**src/rtl/skip_mode_ctrl.sv**
```systemverilog
// skip_mode_ctrl: frame-synchronous image-mode controller for the line-skip datapath.
// Accepts a mode request, commits it on the next vs falling edge (frame tick),
// optionally locks out further requests for a number of frame ticks, and keeps
// frame / active-line statistics.
//
// state   | meaning
// --------+-----------------------------------------------------------
// IDLE    | ready for a mode request
// PENDING | request captured, waiting for the next frame tick to commit
// HOLD    | mode committed, counting frame ticks before accepting again

module skip_mode_ctrl #(
  parameter int LINE_W  = 12,
  parameter int FRAME_W = 16
) (
  input  logic               clock,
  input  logic               reset_n,
  input  logic               vs_i,
  input  logic               de_i,
  input  logic               cfg_valid_i,
  output logic               cfg_ready_o,
  input  logic [7:0]         cfg_mode_i,
  input  logic [7:0]         cfg_hold_i,
  output logic [7:0]         image_mode_o,
  output logic               mode_commit_o,
  output logic               busy_o,
  output logic [FRAME_W-1:0] frame_cnt_o,
  output logic [LINE_W-1:0]  line_cnt_o
);

  localparam logic [1:0] ST_IDLE    = 2'd0;
  localparam logic [1:0] ST_PENDING = 2'd1;
  localparam logic [1:0] ST_HOLD    = 2'd2;

  localparam logic [LINE_W-1:0]  LINE_ONE  = LINE_W'(1);
  localparam logic [LINE_W-1:0]  LINE_MAX  = '1;
  localparam logic [FRAME_W-1:0] FRAME_ONE = FRAME_W'(1);

  logic               r_vs_d;
  logic               r_de_d;
  logic [1:0]         r_state;
  logic [7:0]         r_pend_mode;
  logic [7:0]         r_pend_hold;
  logic [7:0]         r_hold_cnt;
  logic [7:0]         r_image_mode;
  logic               r_commit;
  logic [FRAME_W-1:0] r_frame_cnt;
  logic [LINE_W-1:0]  r_line_int;
  logic [LINE_W-1:0]  r_line_cnt;

  logic w_vs_rise;
  logic w_tick;
  logic w_de_fall;
  logic w_accept;

  assign w_vs_rise = !r_vs_d && vs_i;
  assign w_tick    = r_vs_d && !vs_i;
  assign w_de_fall = r_de_d && !de_i;
  assign w_accept  = cfg_valid_i && (r_state == ST_IDLE);

  assign cfg_ready_o   = (r_state == ST_IDLE);
  assign busy_o        = (r_state != ST_IDLE);
  assign image_mode_o  = r_image_mode;
  assign mode_commit_o = r_commit;
  assign frame_cnt_o   = r_frame_cnt;
  assign line_cnt_o    = r_line_cnt;

  // Single-stage delay of vs/de for edge detection.
  always_ff @(posedge clock or negedge reset_n) begin
    if (!reset_n) begin
      r_vs_d <= 1'b0;
      r_de_d <= 1'b0;
    end else begin
      r_vs_d <= vs_i;
      r_de_d <= de_i;
    end
  end

  // Request / commit / hold sequencing. A request accepted on a tick cycle is
  // only in PENDING after that edge, so it naturally commits on the next tick.
  always_ff @(posedge clock or negedge reset_n) begin
    if (!reset_n) begin
      r_state      <= ST_IDLE;
      r_pend_mode  <= 8'd0;
      r_pend_hold  <= 8'd0;
      r_hold_cnt   <= 8'd0;
      r_image_mode <= 8'd0;
      r_commit     <= 1'b0;
    end else begin
      r_commit <= 1'b0;
      case (r_state)
        ST_IDLE: begin
          if (w_accept) begin
            r_pend_mode <= cfg_mode_i;
            r_pend_hold <= cfg_hold_i;
            r_state     <= ST_PENDING;
          end
        end
        ST_PENDING: begin
          if (w_tick) begin
            r_image_mode <= r_pend_mode;
            r_commit     <= 1'b1;
            if (r_pend_hold == 8'd0) begin
              r_state <= ST_IDLE;
            end else begin
              r_hold_cnt <= r_pend_hold;
              r_state    <= ST_HOLD;
            end
          end
        end
        ST_HOLD: begin
          if (w_tick) begin
            r_hold_cnt <= r_hold_cnt - 8'd1;
            // <= 1 so a corrupted zero count cannot trap the FSM for 256 frames
            if (r_hold_cnt <= 8'd1) begin
              r_state <= ST_IDLE;
            end
          end
        end
        default: r_state <= ST_IDLE;
      endcase
    end
  end

  // Frame counter: one count per vs rising edge, free-running wrap.
  always_ff @(posedge clock or negedge reset_n) begin
    if (!reset_n) begin
      r_frame_cnt <= '0;
    end else if (w_vs_rise) begin
      r_frame_cnt <= r_frame_cnt + FRAME_ONE;
    end
  end

  // Active-line counter: saturating count of de falls, published at vs rise.
  // A de fall coincident with vs rise belongs to the new frame.
  always_ff @(posedge clock or negedge reset_n) begin
    if (!reset_n) begin
      r_line_int <= '0;
      r_line_cnt <= '0;
    end else if (w_vs_rise) begin
      r_line_cnt <= r_line_int;
      r_line_int <= w_de_fall ? LINE_ONE : '0;
    end else if (w_de_fall && (r_line_int != LINE_MAX)) begin
      r_line_int <= r_line_int + LINE_ONE;
    end
  end

endmodule

```
**config.mk**
```make
export PLATFORM = sky130hd
export DESIGN_NAME = skip_mode_ctrl
export DESIGN_NICKNAME = d
export VERILOG_FILES = /design/src/rtl/skip_mode_ctrl.sv
export SDC_FILE = /design/constraint.sdc
export NUM_CORES = 1
export LEC_CHECK = 0
export BUFFER_PORTS_ARGS = -buffer_cell sky130_fd_sc_hd__clkbuf_2
export CORE_MARGIN = 3
export CORE_UTILIZATION = 50
export CTS_CLUSTER_SIZE = 25
export DETAILED_ROUTE_END_ITERATION = 10
export GPL_ROUTABILITY_DRIVEN = 1
export PLACE_DENSITY = 0.81
export SLEW_MARGIN = 20
export SYNTH_ARGS = -nofsm -noshare
export SYNTH_HDL_FRONTEND = slang
export SYNTH_SLANG_ARGS = --single-unit
```
**constraint.sdc**
```tcl
create_clock -name clock -period 1.6 [get_ports clock]
set_input_delay 0.32 -clock clock [delete_from_list [all_inputs] [get_ports clock]]
set_output_delay 0.32 -clock clock [all_outputs]
set_load 0.005 [all_outputs]
```
; ---- Yosys cells after proc, flatten, opt, wreduce, memory -nomap -nowiden
; Cells that the tools add are included.
[word_totals]
ff_bits = 77
latch_bits = 0
ram_bits = 0
mem_bits_ro = 0
in_bits = 21
output_inout_bits = 39
word_cells = 55
n_memories = 0
[classes]
add_sub_neg = 3
n_mul = 0
div = 0
order_cmp = 1
n_eq_ne = 8
shifts = 0
mux = 15
n_bitwise = 0
reduce_logical = 17
[ops]
columns = cell, n
row1 = 2-to-1 mux 12 bit, 2
row2 = 2-to-1 mux 8 bit, 3
row3 = "adder 16 x 1 -> 16 bit, second input constant", 1
row4 = case mux 8 bit (2 select lines), 1
row5 = "adder 12 x 1 -> 12 bit, second input constant", 1
row6 = "!= test 12 bit, second input constant", 1
row7 = 2-to-1 mux 2 bit, 5
row8 = "less-or-equal comparator 8 x 1 -> 1 bit, second input constant", 1
row9 = zero test 8 bit, 1
row10 = "!= test 2 bit, second input constant", 4
row11 = AND reduction 4 bit, 2
row12 = "subtractor 8 x 1 -> 8 bit, second input constant", 1
row13 = case mux 2 bit (3 select lines), 1
row14 = nonzero test 2 bit, 3
row15 = logical AND 1 bit, 5
row16 = AND reduction 2 bit, 2
row17 = zero test 1 bit, 3
row18 = 2-to-1 mux 1 bit, 3
row19 = "== test 2 x 1 -> 1 bit, second input constant", 1
row20 = "== test 2 bit, second input constant", 1
row21 = zero test 2 bit, 1
row22 = "!= test 2 x 1 -> 1 bit, second input constant", 1

; ---- Logic depth before layout (Yosys ltp)
[depth]
depth_word = 5
depth_mapped = 6
ltp_nobuf = 6

; ---- Worst setup path before layout
; OpenSTA, ideal clock, no wires.
[synth_timing]
kind = register to register
start = register r_line_int[0]
end = register r_line_int[0]
setup_time_ns = 0.082
t_arrival_ns = 1.607
t_required_ns = 1.518
slack_ns = -0.088
path_stages_with_launch = 6
n_path_buf = 0
period_less_slack_ns = 1.688
path_cell_list = dfrtp_1 ha_1 nand4_1 or4_1 and4_1 a31oi_1
[synth_between]
elab_chain_len = 3
word_cells_on_any_way = 6
cone_classes = add/sub: 1 / eq/ne: 1 / mux: 2 / reduce/logical: 2
[synth_rtl]
columns = element, line
row1 = start: declaration, 48  ; logic [LINE_W-1:0] r_line_int;
row2 = start signal: assignment, 142  ; r_line_int <= w_de_fall ? LINE_ONE : '0;
row3 = start signal: assignment, 144  ; r_line_int <= r_line_int + LINE_ONE;
row4 = adder 12 x 1 -> 12 bit / != test 12 bit (equally long branches), "144, 143"
row5 = 2-to-1 mux 12 bit / logical AND 1 bit (equally long branches), 143  ; end else if (w_de_fall && (r_line_int != LINE_MAX)) begin
row6 = 2-to-1 mux 12 bit / nonzero test 2 bit (equally long branches), -
; Several ways; a longest one is shown, not always the timed one. The select of a mux whose other input is x is not followed.
; A chain may end at the register's enable or synchronous reset.

; ---- Worst setup path after layout
[layout_timing]
start = register r_pend_hold[1]
end = register r_hold_cnt[6]
[layout_between]
elab_chain_len = 3
[layout_rtl]
columns = element, line
row1 = start: declaration, 43  ; logic [7:0] r_pend_hold;
row2 = start signal: assignment, 95  ; r_pend_hold <= cfg_hold_i;
row3 = zero test 8 bit, 103  ; if (r_pend_hold == 8'd0) begin
row4 = != test 2 bit (no line), -
row5 = AND reduction 4 bit (no line), -
row6 = end signal: assignment, 106  ; r_hold_cnt <= r_pend_hold;
row7 = end signal: assignment, 113  ; r_hold_cnt <= r_hold_cnt - 8'd1;
row8 = end: declaration, 44  ; logic [7:0] r_hold_cnt;
; Every way passes these cells.

==> flow_summary.ini <==
[sta]
finalSetupViolations = 6
setup_tns_ps = -161.6
fin_ws_ps = -35.65
maxSlewHeadroom_pct = 73.37
fmax_ghz = 0.6114
period_needed_ps = 1636
period_share_pct = 102.2
skew_ps = 6.802
hold_violations = 0
rsz0062_at_grt = yes
slew_viol_final = 0
tightest_slew_ps = 399.5

[floorplanning]
coreArea_um2 = 6568
start_util_pct = 53.46
die_h_um = 89.80
rows = 29
num_io_pins = 60
die_x_um = 89.80
die_area_um2 = 8063

[layout]
multi_input_area_um2 = 1578
syn_to_final_growth_pct = 31.11
layout-drive-gt1-share_pct = 40.83
mostFrequentLayoutCell = dfrtp_1
fin_util_pct = 70.09
antenna_cells = 0
n_fill_cell = 462
fin_nets = 456
seqCellArea_um2 = 1928
fin_area_um2 = 4603
layout_common_cells = dfrtp_1, clkbuf_2, nand2_1, buf_4, mux2_2

[routing]
ant_nets = 0
wl_per_cell_um = 16.59
first_pass_iters = 6
route.vias.total = 2985
drtIter0Drc = 174
via_per_inst = 5.643
finalWirelength_mm = 8.777
drc = 0

[synthesis]
syn_avg_cell_area_um2 = 11.01
yosys.cell_types.count = 59
netlist_area_um2 = 3511
syn_nets = 344
synth_ff_type = dfrtp_1
ys_seq_area_share_pct = 54.88
yosys_warnings = 0
synth_seq_cells = 77
synth_edf_count = 0
async_flop_share_pct = 100.0
synth_cells = 319

[grt]
grt_max_degree = 32
grt_pass1_vias = 2886
grt_pass1_wl_mm = 13.86
grtUsageMet2_pct = 34.52
antenna_found_initial = 0
global_route.usage.met3_pct = 4.758
grtUsageTotal_pct = 21.18
grt-busiest-layer = met2
grt_overflow_total = 0
met1_usage_pct = 27.75

[cts]
root_buffer = clkbuf_8
clkTransAtPathRegs_ps = 80
cts_tree = built
numClockSinks = 77
htreeDepth = 3
cts_made_buffers = 9
clk_path_buf_depth = 2
clk-insertion-delay-late_ps = 350

[place]
io_buffer_count = 59
gp_congestion = 0.8950
post_dp_cell_area_um2 = 4232
place.detailed.hpwl_mm = 5.874

[worst_setup_path]
critPathKind = flop to flop
cp_max_fo = 7
cp.depth = 4
cpPeakStageDelay_ps = 570
cp.arrival_ps = 1930
critPathCaptureType = flop
crit_slowest_cell = or4_4
cp_cell_sequence = or4_4 -> o21ai_4 -> and2_4 -> a221o_1
start_kind = flop
reg2reg_depth = 4
cp_data_required_time_ps = 1890
worst-path-buf-inv = 0
critPathTopFamily = simple AND/OR/NAND/NOR gates

[status]
status = finished, violations left
violations = negative setup slack

[worst_hold_path]
hold_class = input port to flop
holdPathStages = 1

[power]
max-vdd-ir-drop_v = 0.0008444
leakage_nw = 2.171
powerDensity_nw_per_um2 = 1453
power.total_mw = 6.690

[flow_run]
cap_violations = 0
==> stage by stage <==
stage	setup slack [ps]	std cells	hold WS (ps)
after floorplan	-1.173	319	24.41
after global routing	-55.13	529	76.85
after detailed placement	-3.933	503	271.0
final	-35.65	529	93.92
after CTS	-5.713	522	85.02
after global placement	44.54	503	264.4
==> metal layers <==
| layer | vias to the layer above | routed length, µm |
|---|---|---|
| met1 | 1478 | 3697 |
| li1 | 1365 | - |
| met2 | 111 | 4438 |
| met4 | 0 | 229 |
| met5 | - | 0 |
| met3 | 31 | 412 |
==> cells in the mapped netlist (2+ instances only) <==
cell      instances  area share, %
or3_1             2           0.36
mux2_2           22            7.1
a41oi_1           4            1.0
buf_2             4           0.57
and2_1            2           0.36
nor4_1            2           0.36
xnor2_1          10            2.5
dfrtp_1          77             55
nand2b_1          5           0.89
ha_1              4            1.4
nor2_1           17            1.8
nand2_1          52            5.6
inv_1             6           0.64
and2b_1           2           0.43
nand4_1           7            1.2
nand3_1          12            1.7
nor3_1            8            1.1
mux2_1            2           0.64
buf_4             2           0.43
clkbuf_1          6           0.64
o21ai_0          10            1.4
a21oi_1           5           0.71
or4_4             2           0.64
and3_1            3           0.53
xor2_1            5            1.2
a211oi_1          3           0.64
a31oi_1           4           0.71
nor2b_1           3           0.53
mux2i_1           2           0.57
a221o_1           2           0.57
and4bb_2          2           0.71
or4_1             5            1.1
==> logic make-up (layout without fill, tap and decap cells) <==
family,after synthesis,count (layout),share of synthesized area [%]
simple gates,131,131,18.96
flops,77,77,54.88
xor+xnor,15,15,3.742
mux,26,26,8.268
buf+inv,20,137,2.708
fa+ha+maj,4,4,1.426
compound gates,46,46,10.01
==> worst reg2reg max path, cell delays in order (launching register included) <==
cell,delay (ps)
dfrtp_1,390
or4_4,570
o21ai_4,260
and2_4,220
a221o_1,140
==> report_power, final <==
group          internal (mW)  switching (mW)  total [mW]
logic                   1.28            1.04        2.32
clock network          0.761           0.740        1.50
registers               2.48           0.382        2.87
total                   4.53            2.16        6.69
==> state kept, by name, summed over array words and instances (netlist names) <==
| register | cells |
|---|---|
| frame_cnt_o | 16 |
| line_cnt_o | 12 |
| r_line_int | 12 |
| image_mode_o | 8 |
| r_hold_cnt | 8 |
| r_pend_hold | 8 |
| r_pend_mode | 8 |
| r_state | 2 |
| mode_commit_o | 1 |
| r_de_d | 1 |
| r_vs_d | 1 |
==> worst paths after layout <==
path | start | endpoint | slack, ps
setup reg to reg | r_pend_hold[1] | r_hold_cnt[6] | -40
setup / recovery | r_pend_hold[1] | r_hold_cnt[6] | -40
min in group asynchronous | reset_n | r_pend_mode[7] | 440
max in group asynchronous | reset_n | r_vs_d | 610
hold reg to reg | frame_cnt_o[15] | frame_cnt_o[15] | 470
hold / removal | de_i | r_de_d | 90
==> cell type report <==
class                   instances  area share [%]
multi-input cells             222           34.28
flip-flops and latches         77           41.89
clock inverters                 6           1.332
clock buffers                  10           2.990
well taps                      93           2.528
repair buffers                114           16.42
inverters                       7          0.5708
==> timing repair <==
item                                    in CTS  in global routing
pin swaps                                    4                 12
hold buffers                                 1                  0
gates cloned                                 0                  1
endpoints found under the setup margin       6                 15
resized for setup                            1                 18
buffers inserted                             2                  6
hold endpoints to repair                    27                  0
Note: power is estimated with default switching activity, not from simulation.
